--- src/rtl/adc_readout_pkg.sv ---
// Shared definitions for the ADC readout framer: state encoding, header bytes
// and the sample counter width.
package adc_readout_pkg;

    localparam int unsigned CntWidth = 13;

    localparam logic [7:0] Hdr0 = 8'hA5;
    localparam logic [7:0] Hdr1 = 8'h5A;

    localparam logic [2:0] StIdle  = 3'd0;
    localparam logic [2:0] StHdr   = 3'd1;
    localparam logic [2:0] StRd    = 3'd2;
    localparam logic [2:0] StWaitq = 3'd3;
    localparam logic [2:0] StSend  = 3'd4;
    localparam logic [2:0] StCks   = 3'd5;
    localparam logic [2:0] StRearm = 3'd6;

endpackage

--- src/rtl/adc_readout.sv ---
// Reads one captured record from a non-show-ahead FIFO and frames it as
// A5 5A CH_ID <samples> <checksum> on a valid/ready byte stream.
module adc_readout
    import adc_readout_pkg::*;
#(
    parameter int unsigned SAMPLES = 4096,
    parameter logic [7:0]  CH_ID   = 8'h00
) (
    input  logic       Clk,
    input  logic       Reset,
    input  logic       tx_en,
    input  logic       cap_end,
    input  logic       fifo_empty,
    input  logic [7:0] fifo_q,
    output logic       fifo_rdreq,
    output logic       cap_bg,
    output logic [7:0] out_data,
    output logic       out_valid,
    input  logic       out_ready,
    output logic       busy,
    output logic       underrun
);

    localparam logic [CntWidth-1:0] SamplesC = CntWidth'(SAMPLES);

    logic [2:0]          state_q, state_d;
    logic [1:0]          hdr_idx_q, hdr_idx_d;
    logic [CntWidth-1:0] cnt_q, cnt_d;
    logic [7:0]          cks_q, cks_d;
    logic [7:0]          out_data_q, out_data_d;
    logic                out_valid_q, out_valid_d;
    logic                cap_bg_q, cap_bg_d;
    logic                busy_q, busy_d;
    logic                underrun_q, underrun_d;
    logic                hs;

    assign hs = out_valid_q && out_ready;

    always_comb begin
        state_d     = state_q;
        hdr_idx_d   = hdr_idx_q;
        cnt_d       = cnt_q;
        cks_d       = cks_q;
        out_data_d  = out_data_q;
        out_valid_d = out_valid_q;
        cap_bg_d    = cap_bg_q;
        underrun_d  = underrun_q;
        unique case (state_q)
            StIdle: begin
                if (tx_en && cap_end) begin
                    state_d     = StHdr;
                    hdr_idx_d   = 2'd0;
                    out_data_d  = Hdr0;
                    out_valid_d = 1'b1;
                    cks_d       = 8'h00;
                    cnt_d       = '0;
                    underrun_d  = 1'b0;
                end
            end
            StHdr: begin
                if (hs) begin
                    if (hdr_idx_q == 2'd0) begin
                        out_data_d = Hdr1;
                        hdr_idx_d  = 2'd1;
                    end else if (hdr_idx_q == 2'd1) begin
                        out_data_d = CH_ID;
                        hdr_idx_d  = 2'd2;
                    end else begin
                        out_valid_d = 1'b0;
                        state_d     = StRd;
                    end
                end
            end
            StRd: begin
                if (!fifo_empty) begin
                    state_d = StWaitq;
                end else begin
                    // Short record: close the frame with what was sent so far.
                    underrun_d  = 1'b1;
                    out_data_d  = cks_q;
                    out_valid_d = 1'b1;
                    state_d     = StCks;
                end
            end
            StWaitq: begin
                out_data_d  = fifo_q;
                cks_d       = cks_q + fifo_q;
                cnt_d       = cnt_q + 1'b1;
                out_valid_d = 1'b1;
                state_d     = StSend;
            end
            StSend: begin
                if (hs) begin
                    if (cnt_q == SamplesC) begin
                        out_data_d = cks_q;
                        state_d    = StCks;
                    end else begin
                        out_valid_d = 1'b0;
                        state_d     = StRd;
                    end
                end
            end
            StCks: begin
                if (hs) begin
                    out_valid_d = 1'b0;
                    cap_bg_d    = 1'b1;
                    state_d     = StRearm;
                end
            end
            StRearm: begin
                if (!cap_end) begin
                    cap_bg_d = 1'b0;
                    state_d  = StIdle;
                end
            end
            default: begin
                state_d = StIdle;
            end
        endcase
        busy_d = (state_d != StIdle);
    end

    always_ff @(posedge Clk) begin
        if (Reset) begin
            state_q     <= StIdle;
            hdr_idx_q   <= 2'd0;
            cnt_q       <= '0;
            cks_q       <= 8'h00;
            out_data_q  <= 8'h00;
            out_valid_q <= 1'b0;
            cap_bg_q    <= 1'b0;
            busy_q      <= 1'b0;
            underrun_q  <= 1'b0;
        end else begin
            state_q     <= state_d;
            hdr_idx_q   <= hdr_idx_d;
            cnt_q       <= cnt_d;
            cks_q       <= cks_d;
            out_data_q  <= out_data_d;
            out_valid_q <= out_valid_d;
            cap_bg_q    <= cap_bg_d;
            busy_q      <= busy_d;
            underrun_q  <= underrun_d;
        end
    end

    // Read is issued in the RD cycle so fifo_q is valid in WAITQ.
    assign fifo_rdreq = (state_q == StRd) && !fifo_empty;
    assign cap_bg     = cap_bg_q;
    assign out_data   = out_data_q;
    assign out_valid  = out_valid_q;
    assign busy       = busy_q;
    assign underrun   = underrun_q;

endmodule

--- config.mk ---
export PLATFORM = sky130hd
export DESIGN_NAME = adc_readout
export DESIGN_NICKNAME = d
export VERILOG_FILES = /design/src/rtl/adc_readout_pkg.sv /design/src/rtl/adc_readout.sv
export SDC_FILE = /design/constraint.sdc
export NUM_CORES = 1
export LEC_CHECK = 0
export ABC_CLOCK_PERIOD_IN_PS = 2100
export CAP_MARGIN = 10
export CELL_PAD_IN_SITES_DETAIL_PLACEMENT = 0
export CELL_PAD_IN_SITES_GLOBAL_PLACEMENT = 2
export CORE_ASPECT_RATIO = 1.1
export CORE_MARGIN = 2
export CORE_UTILIZATION = 34
export DETAILED_ROUTE_END_ITERATION = 7
export DONT_BUFFER_PORTS = 1
export PLACE_DENSITY = 0.84
export SLEW_MARGIN = 20
export SYNTH_ARGS = -nofsm -noshare
export SYNTH_HDL_FRONTEND = slang
export SYNTH_SLANG_ARGS = --single-unit
--- constraint.sdc ---
create_clock -name Clk -period 2.1 [get_ports Clk]
set_input_delay 0.42 -clock Clk [delete_from_list [all_inputs] [get_ports Clk]]
set_output_delay 0.42 -clock Clk [all_outputs]
set_load 0.02 [all_outputs]
After elaboration in Yosys (flattened, before gate mapping)
Index checks and enable logic that the tools add are counted.

storage, ports and cells
  register bits = 38
  bits in latches = 0
  memory bits (writable) = 0
  ROM bits = 0
  output and inout bits = 13
  memories kept = 0

operators by class
  $add $sub $neg = 2
  multipliers = 0
  divide/modulo/power cells = 0
  magnitude comparators = 0
  eq/ne operators = 19
  shifts and indexed selects = 0
  multiplexer cells = 41
  bitwise logic cells = 0
  reduce and logical (&&, ||, !) cells = 19

operators with widths
  kind                                                                    count
  8-bit two-way mux                                                       8
  8-bit one-hot mux with 5 select lines                                   1
  3-bit two-way mux                                                       9
  13-bit one-hot mux with 2 select lines                                  1
  3-bit one-hot mux with 7 select lines                                   1
  2-bit != test (second input constant)                                   10
  8-bit one-hot mux with 2 select lines                                   1
  13-bit by 1-bit adder with 13-bit output (second input constant)        1
  13-bit equality test (second input constant)                            1
  13-bit two-way mux                                                      1
  1-bit two-way mux                                                       11
  3-bit equality test (second input constant)                             3
  9-bit AND reduction                                                     1
  8-bit adder                                                             1
  2-bit two-way mux                                                       4
  2-bit nonzero test                                                      4
  7-bit AND reduction                                                     1
  3-bit by 2-bit equality test with 1-bit output (second input constant)  2
  1-bit one-hot mux with 6 select lines                                   1
  3-bit AND reduction                                                     2
  6-bit nonzero test                                                      1
  5-bit nonzero test                                                      1
  1-bit one-hot mux with 2 select lines                                   2
  2-bit one-hot mux with 2 select lines                                   1
  other kinds (10)                                                        12

Depth between registers and ports, before layout
Gate-level depths: netlist of the first run.

  depth in word-level cells = 6
  gate-level depth with buffers = 7
  gate-level depth less buffers = 6

Least setup slack after synthesis of the first run
No wires, ideal clock.

  kind = input to register
  start = in fifo_q[0]
  end = reg cks_q[6]
  setup time = 0.117 ns
  arrival time = 1.854 ns
  required time = 1.983 ns
  path slack = 0.128 ns
  stages = 6
  buffers on the path = 0
  cells stage by stage = ha_1 fa_1 a21o_1 a221o_1 o21ba_1 a32o_1

on the way
  cells in the longest elaborated chain, start to end = 2

RTL lines
  element                                line                RTL
  start: declaration                     adc_readout.sv:14   input logic [7:0] fifo_q,
  8-bit adder                            adc_readout.sv:87   cks_d = cks_q + fifo_q;
  8-bit one-hot mux with 2 select lines  adc_readout.sv:48   unique case (state_q)
  end signal: assignment                 adc_readout.sv:138  cks_q <= cks_d;
  end: declaration                       adc_readout.sv:29   logic [7:0] cks_q, cks_d;

Every way passes these cells.
A chain may end at the register's enable or synchronous reset.

Worst setup path in the final report of the first run
  start = reg cks_q[0]
  end = reg cks_q[6]

on the way
  cells in the longest elaborated chain, start to end = 2

RTL lines
  element                                line
  8-bit adder                            adc_readout.sv:87
  8-bit one-hot mux with 2 select lines  adc_readout.sv:48

Every way passes these cells.

==> flow_metrics.env, run 1 <==
export IMPL_status="complete, no violations"
export IMPL_synthArstFlopShare=0
export IMPL_slowest_delay_ps=420
export IMPL_netlist_instances=283
export IMPL_ant_nets=0
export IMPL_cts_hold_buf=0
export IMPL_tritoncts="built"
export IMPL_worstPathMaxFanout=3
export IMPL_die_w_um=83.6
export IMPL_synth_seq_cells=38
export IMPL_final_hold_viol_count=0
export IMPL_dp_slack_ps=52.2
export IMPL_drt_pre_antenna_iters=4
export IMPL_synth_flop_cell="dfxtp_1"
export IMPL_diodes=0
export IMPL_finalWorstSetupSlack_ps=143
export IMPL_clockRootBuffer="clkbuf_8"
export IMPL_groute_usage_overall=0.165
export IMPL_slowest_stage="fa_1"
export IMPL_num_vias=2143
export IMPL_final_layout_size_suffix_gt1_frac=0.0979
export IMPL_grt_max_degree=34
export IMPL_nNetsFinal=309
export IMPL_h_tree_depth=2
export IMPL_worstPathRequired_ps=2290
export IMPL_io_pins=27
export IMPL_io_buffers=0
export IMPL_synthDistinctLibCells=65
export IMPL_die_h_um=91.6
export IMPL_maxSlewViolCount=0
export IMPL_cts_path_max_buffers=2
export IMPL_maxSlewHeadroom=0.706
export IMPL_cts_setup_buffers=0
export IMPL_clock_skew_ps=7.39
export IMPL_synthToLayoutAreaGrowth_pct=9.08
export IMPL_core_um2=6670
export IMPL_yosysWarningCount=0
export IMPL_worstPathCellList="ha_1 -> fa_1 -> a21o_1 -> a221o_1 -> o21ba_1 -> a32o_1"
export IMPL_cts_resized_gates=0
export IMPL_die_area_um2=7660
export IMPL_clkLatencyLatePin_ps=290
export IMPL_start_util=0.355
export IMPL_syn_area_per_cell_um2=8.38
export IMPL_drtIter0Drc=137
export IMPL_grt_pass1_vias=2070
export IMPL_fin_area_um2=2590
export IMPL_tightest_slew_ps=437
export IMPL_gp_congestion=0.785
export IMPL_clk_pin_slew_ps=80
export IMPL_vias_per_cell=5.82
export IMPL_setup_violations_final=0
export IMPL_total_power_mw=1.52
export IMPL_drv_cap=0
export IMPL_cp_arrival_ps=2140
export IMPL_rsz0062_at_grt="no"
export IMPL_power_leakage_nw=0.982
export IMPL_post_place_cells=360
export IMPL_end_kind="flip-flop"
export IMPL_drc=0
export IMPL_finalNonFillerCells=368
export IMPL_antenna_found_initial=0
export IMPL_wl_mm=6.11
export IMPL_grt_first_pass_wirelength_mm=10.3
export IMPL_netlist_area_um2=2370
export IMPL_ys_seq_area_frac=0.321
export IMPL_max_freq_mhz=511
export IMPL_hpwl_mm=4.46
export IMPL_cts_buffers=5
export IMPL_crit_type="flip-flop to flip-flop"
export IMPL_finalCriticalPeriod_ps=1960
export IMPL_hold_ws_ps=208
export IMPL_num_rows=31
export IMPL_ir_worst_vdd_uv=279
export IMPL_post_route_util=0.388
export IMPL_synth_nets=307
export IMPL_hp_class="input port to flip-flop"
export IMPL_tns_ps=0
export IMPL_cts_sinks=38
export IMPL_start_kind="flip-flop"
export IMPL_grt_ovfl_total=0
export IMPL_fillerInstances=699
export IMPL_wire_per_inst_um=16.6
export IMPL_post_dp_cell_area_um2=2490
export IMPL_p_per_area_nw_per_um2=589
export IMPL_synth_edff_count=0
export IMPL_period_share=0.932
## state kept, by name, summed over array words and instances (netlist names)
name       flops
cnt_q         13
hdr_idx_q      2
cap_bg         1
cks_q          8
out_data       8
state_q        3
out_valid      1
underrun       1
busy           1
## layout by cell type (no fill, tap or decap), types with 3 or more instances in the layout
master / instances
a211oi_1: 3
a21o_1: 6
a21oi_1: 20
a31oi_1: 4
and2_1: 4
and3_1: 4
buf_4: 12
clkbuf_8: 6
dfxtp_1: 38
ha_1: 9
inv_1: 6
mux2_4: 4
mux2i_1: 5
nand2_1: 21
nand3_1: 12
nand3b_1: 4
nand4_1: 3
nor2_1: 19
nor2b_1: 10
nor3_1: 13
nor3b_1: 5
nor4_1: 3
o211ai_1: 3
o21ai_0: 12
o2bb2ai_1: 4
or3_1: 4
xnor2_1: 3
xor2_1: 3
## worst paths after layout
check / startpoint / endpoint / slack [ps] / cells after the start
worst max-delay path: cks_q[0]$_SDFFE_PP0P_ / cks_q[6]$_SDFFE_PP0P_ / 140 / 6
worst min-delay path: Reset / hdr_idx_q[1]$_SDFFE_PP0P_ / 210 / 1
worst min register to register: cks_q[4]$_SDFFE_PP0P_ / cks_q[4]$_SDFFE_PP0P_ / 510 / 2
worst max register to register: cks_q[0]$_SDFFE_PP0P_ / cks_q[6]$_SDFFE_PP0P_ / 140 / 6
## power breakdown
group	internal, mW	total [mW]	switching [mW]
Clock	0.265	0.535	0.269
Combinational	0.0859	0.192	0.106
Sequential	0.747	0.797	0.0501
## logic make-up (layout without fill, tap and decap cells)
family	count (synthesis)	after routing	share of synthesized area
XOR/XNOR	6	6	0.0222
flip-flops	38	38	0.321
AND/OR/NAND/NOR	117	117	0.277
adder cells (fa/ha/maj)	10	10	0.0559
AO/OA/AOI/OAI	78	78	0.230
buffers and inverters	23	26	0.0385
multiplexers	11	11	0.0559
## worst max-delay path, delay by kind of cell (launching register included)
| kind | cells | cell delay, ps |
|---|---|---|
| AO/OA/AOI/OAI | 4 | 880 |
| adder cells (fa/ha/maj) | 2 | 640 |
| flip-flops | 1 | 330 |
## cell type report
type                    instances  area (µm²)  area share
clock buffers                   7        86.3      0.0334
inverters                       6        22.5     0.00871
repair buffers                 12        90.1      0.0348
clock inverters                 1        5.00     0.00194
multi-input cells             222        1520       0.587
flip-flops and latches         38         761       0.294
well taps                      82         103      0.0397
## cells in the mapped netlist (all sizes together), types with 6 or more instances
library cell	count	area [µm²]
nand3	12	60.1
mux2	6	82.6
clkbuf	12	45.0
inv	6	22.5
nor3	14	81.3
dfxtp	38	761
a21o	6	45.0
ha	9	113
o21ai	14	70.1
a21oi	20	100
nand2	21	78.8
nor2	19	71.3
nor2b	10	62.6
## layer usage
layer / share of wire / track usage
met1: 0.48 / 0.217
met2: 0.46 / 0.268
met4: 0.011 / 0.0470
met3: 0.048 / 0.0391
met5: 0 / 0
Power figures use the tool's default switching activity.
==> run 2: changes to the inputs <==
--- a/config.mk
+++ b/config.mk
@@ -11,10 +11,9 @@
 export CELL_PAD_IN_SITES_GLOBAL_PLACEMENT = 2
 export CORE_ASPECT_RATIO = 1.1
 export CORE_MARGIN = 2
-export CORE_UTILIZATION = 34
+export CORE_UTILIZATION = 30
 export DETAILED_ROUTE_END_ITERATION = 7
-export DONT_BUFFER_PORTS = 1
-export PLACE_DENSITY = 0.84
+export PLACE_DENSITY = 0.85
 export SLEW_MARGIN = 20
 export SYNTH_ARGS = -nofsm -noshare
 export SYNTH_HDL_FRONTEND = slang
==> run 2 against run 1 <==
Clock skew up 0.62 ps. Sequential share of layout area down 4.1 points. Count of clock-buffer cells in the layout unchanged. Combinational power rose by 77%. Clock power decreased by 8.0%. Register-to-register slack is essentially flat. Wire length rose by 3.3%. Cell area increased by 16%. Highest routed layer unchanged.
==> flow_metrics.env, run 2 (synthesis results as in run 1) <==
export IMPL_gp_congestion=0.773
export IMPL_drv_cap=0
export IMPL_crit_buf_inv=1
export IMPL_final_hold_viol_count=0
export IMPL_hold_ws_ps=467
export IMPL_cts_setup_buffers=0
export IMPL_max_freq_mhz=510
export IMPL_drc=0
export IMPL_power_leakage_nw=1.17
export IMPL_diodes=0
export IMPL_antenna_found_initial=0
export IMPL_synthToLayoutAreaGrowth_pct=27.1
export IMPL_vias_per_cell=5.17
export IMPL_maxSlewHeadroom=0.596
export IMPL_num_rows=34
export IMPL_nNetsFinal=352
export IMPL_cts_path_max_buffers=2
export IMPL_tritoncts="built"
export IMPL_h_tree_depth=2
export IMPL_period_share=0.934
export IMPL_hpwl_mm=4.60
export IMPL_die_w_um=88.8
export IMPL_core_um2=7780
export IMPL_die_area_um2=8630
export IMPL_final_cell_mix="dfxtp_1 (37), buf_4 (28), clkdlybuf4s50_1 (23), nand2_1 (21), a21oi_1 (20)"
export IMPL_cts_buffers=5
export IMPL_post_place_cells=429
export IMPL_dp_slack_ps=-425
export IMPL_io_pins=27
export IMPL_slowest_delay_ps=510
export IMPL_worstPathRequired_ps=2280
export IMPL_fin_area_um2=3010
export IMPL_clockRootBuffer="clkbuf_8"
export IMPL_start_util=0.305
export IMPL_setup_violations_final=0
export IMPL_grt_first_pass_wirelength_mm=10.7
export IMPL_end_kind="flip-flop"
export IMPL_wl_met3_um=151
export IMPL_post_dp_cell_area_um2=2930
export IMPL_cts_sinks=38
export IMPL_hp_class="flip-flop to flip-flop"
export IMPL_status="complete, no violations"
export IMPL_ir_worst_vdd_uv=217
export IMPL_grt_ovfl_total=0
export IMPL_final_common_cell="dfxtp_1"
export IMPL_start_kind="flip-flop"
export IMPL_crit_family="simple AND/OR/NAND/NOR gates"
export IMPL_p_per_area_nw_per_um2=530
export IMPL_wl_mm=6.32
export IMPL_cp_startpoint="cnt_q[0]$_SDFFE_PP0P_"
export IMPL_hp_start="out_data[3]$_SDFFE_PP0P_"
export IMPL_clk_pin_slew_ps=70
export IMPL_route_met2_wl_mm=2.99
export IMPL_tightest_slew_ps=602
export IMPL_final_layout_size_suffix_gt1_frac=0.143
export IMPL_groute_usage_overall=0.155
export IMPL_largest_register_ffs=13
export IMPL_drt_pre_antenna_iters=4
export IMPL_clock_skew_ps=8.01
export IMPL_ant_nets=0
export IMPL_highest_layer="met4"
export IMPL_finalWorstSetupSlack_ps=140
export IMPL_drtIter0Drc=111
export IMPL_cp_arrival_ps=2140
export IMPL_worstPathMaxFanout=8
export IMPL_slowest_stage="or4bb_1"
export IMPL_num_vias=2252
export IMPL_crit_type="flip-flop to flip-flop"
export IMPL_worstPathCellList="inv_1 -> ha_1 -> or4bb_1 -> nor3_4 -> o211ai_4 -> mux2_4"
export IMPL_rr_startpoint="cnt_q[0]$_SDFFE_PP0P_"
export IMPL_top_register="cnt_q"
export IMPL_clkLatencyLatePin_ps=290
export IMPL_die_h_um=97.2
export IMPL_rsz0062_at_grt="no"
export IMPL_io_buffers=26
export IMPL_grt_pass1_vias=2193
export IMPL_post_route_util=0.387
export IMPL_maxSlewViolCount=0
export IMPL_drt_met1_wl_mm=3.08
export IMPL_grt_max_degree=33
export IMPL_wire_per_inst_um=14.5
export IMPL_finalNonFillerCells=436
export IMPL_finalCriticalPeriod_ps=1960
export IMPL_fillerInstances=815
-- run 2: cell types whose count changed in the layout (fill, tap and decap cells not counted), sizes merged --
cell           delta
clkdlybuf4s50    +23
dlymetal6s2s      +1
dlygate4sd2       +2
buf              +17
clkinv            -1
-- run 2: path summary, 6_finish.rpt --
path         slack (ps)  cells after the start                        to
max                 140                      6  out_data[7]$_SDFFE_PP0P_
min                 470                      2  out_data[3]$_SDFFE_PP0P_
max reg2reg         140                      6  out_data[7]$_SDFFE_PP0P_
min reg2reg         470                      2  out_data[3]$_SDFFE_PP0P_
-- run 2: stage by stage --
step | TNS [ps] | total power [mW]
after detailed placement | -757 | 1.12
after global routing | 0 | 1.67
after global placement | -665 | 1.12
after floorplan | 0 | 0.969
after CTS | 0 | 1.61
final | 0 | 1.60
-- run 2: report_power, final --
part	internal [mW]	leakage, nW	switching (mW)
clock network	0.229	0.0383	0.263
logic	0.171	0.823	0.169
registers	0.747	0.309	0.0190
-- run 2: metal layers --
layer	GRT usage	up-vias
met4	0.0466	0
met5	0	-
met1	0.206	1057
met3	0.0238	9
met2	0.254	36
li1	-	1150
-- run 2: tightest hold or removal path, stage by stage (launching register included) --
cell     delay, ps
dfxtp_1        310
nand2_1         50
mux2i_1         60
-- run 2: area by class of cell --
class | count | area, µm² | area share
Sequential cell | 38 | 762 | 0.253
Tap cell | 108 | 135 | 0.0449
Multi-Input combinational cell | 222 | 1530 | 0.507
Clock buffer | 7 | 76.3 | 0.0253
Inverter | 6 | 22.5 | 0.00748
Timing Repair Buffer | 55 | 490 | 0.163
-- run 2: what timing repair did --
action                                  4_1_cts  5_1_grt
hold buffers                                  0        0
gates resized for setup                       6        1
hold endpoints to repair                      0        0
endpoints found under the setup margin        2        2
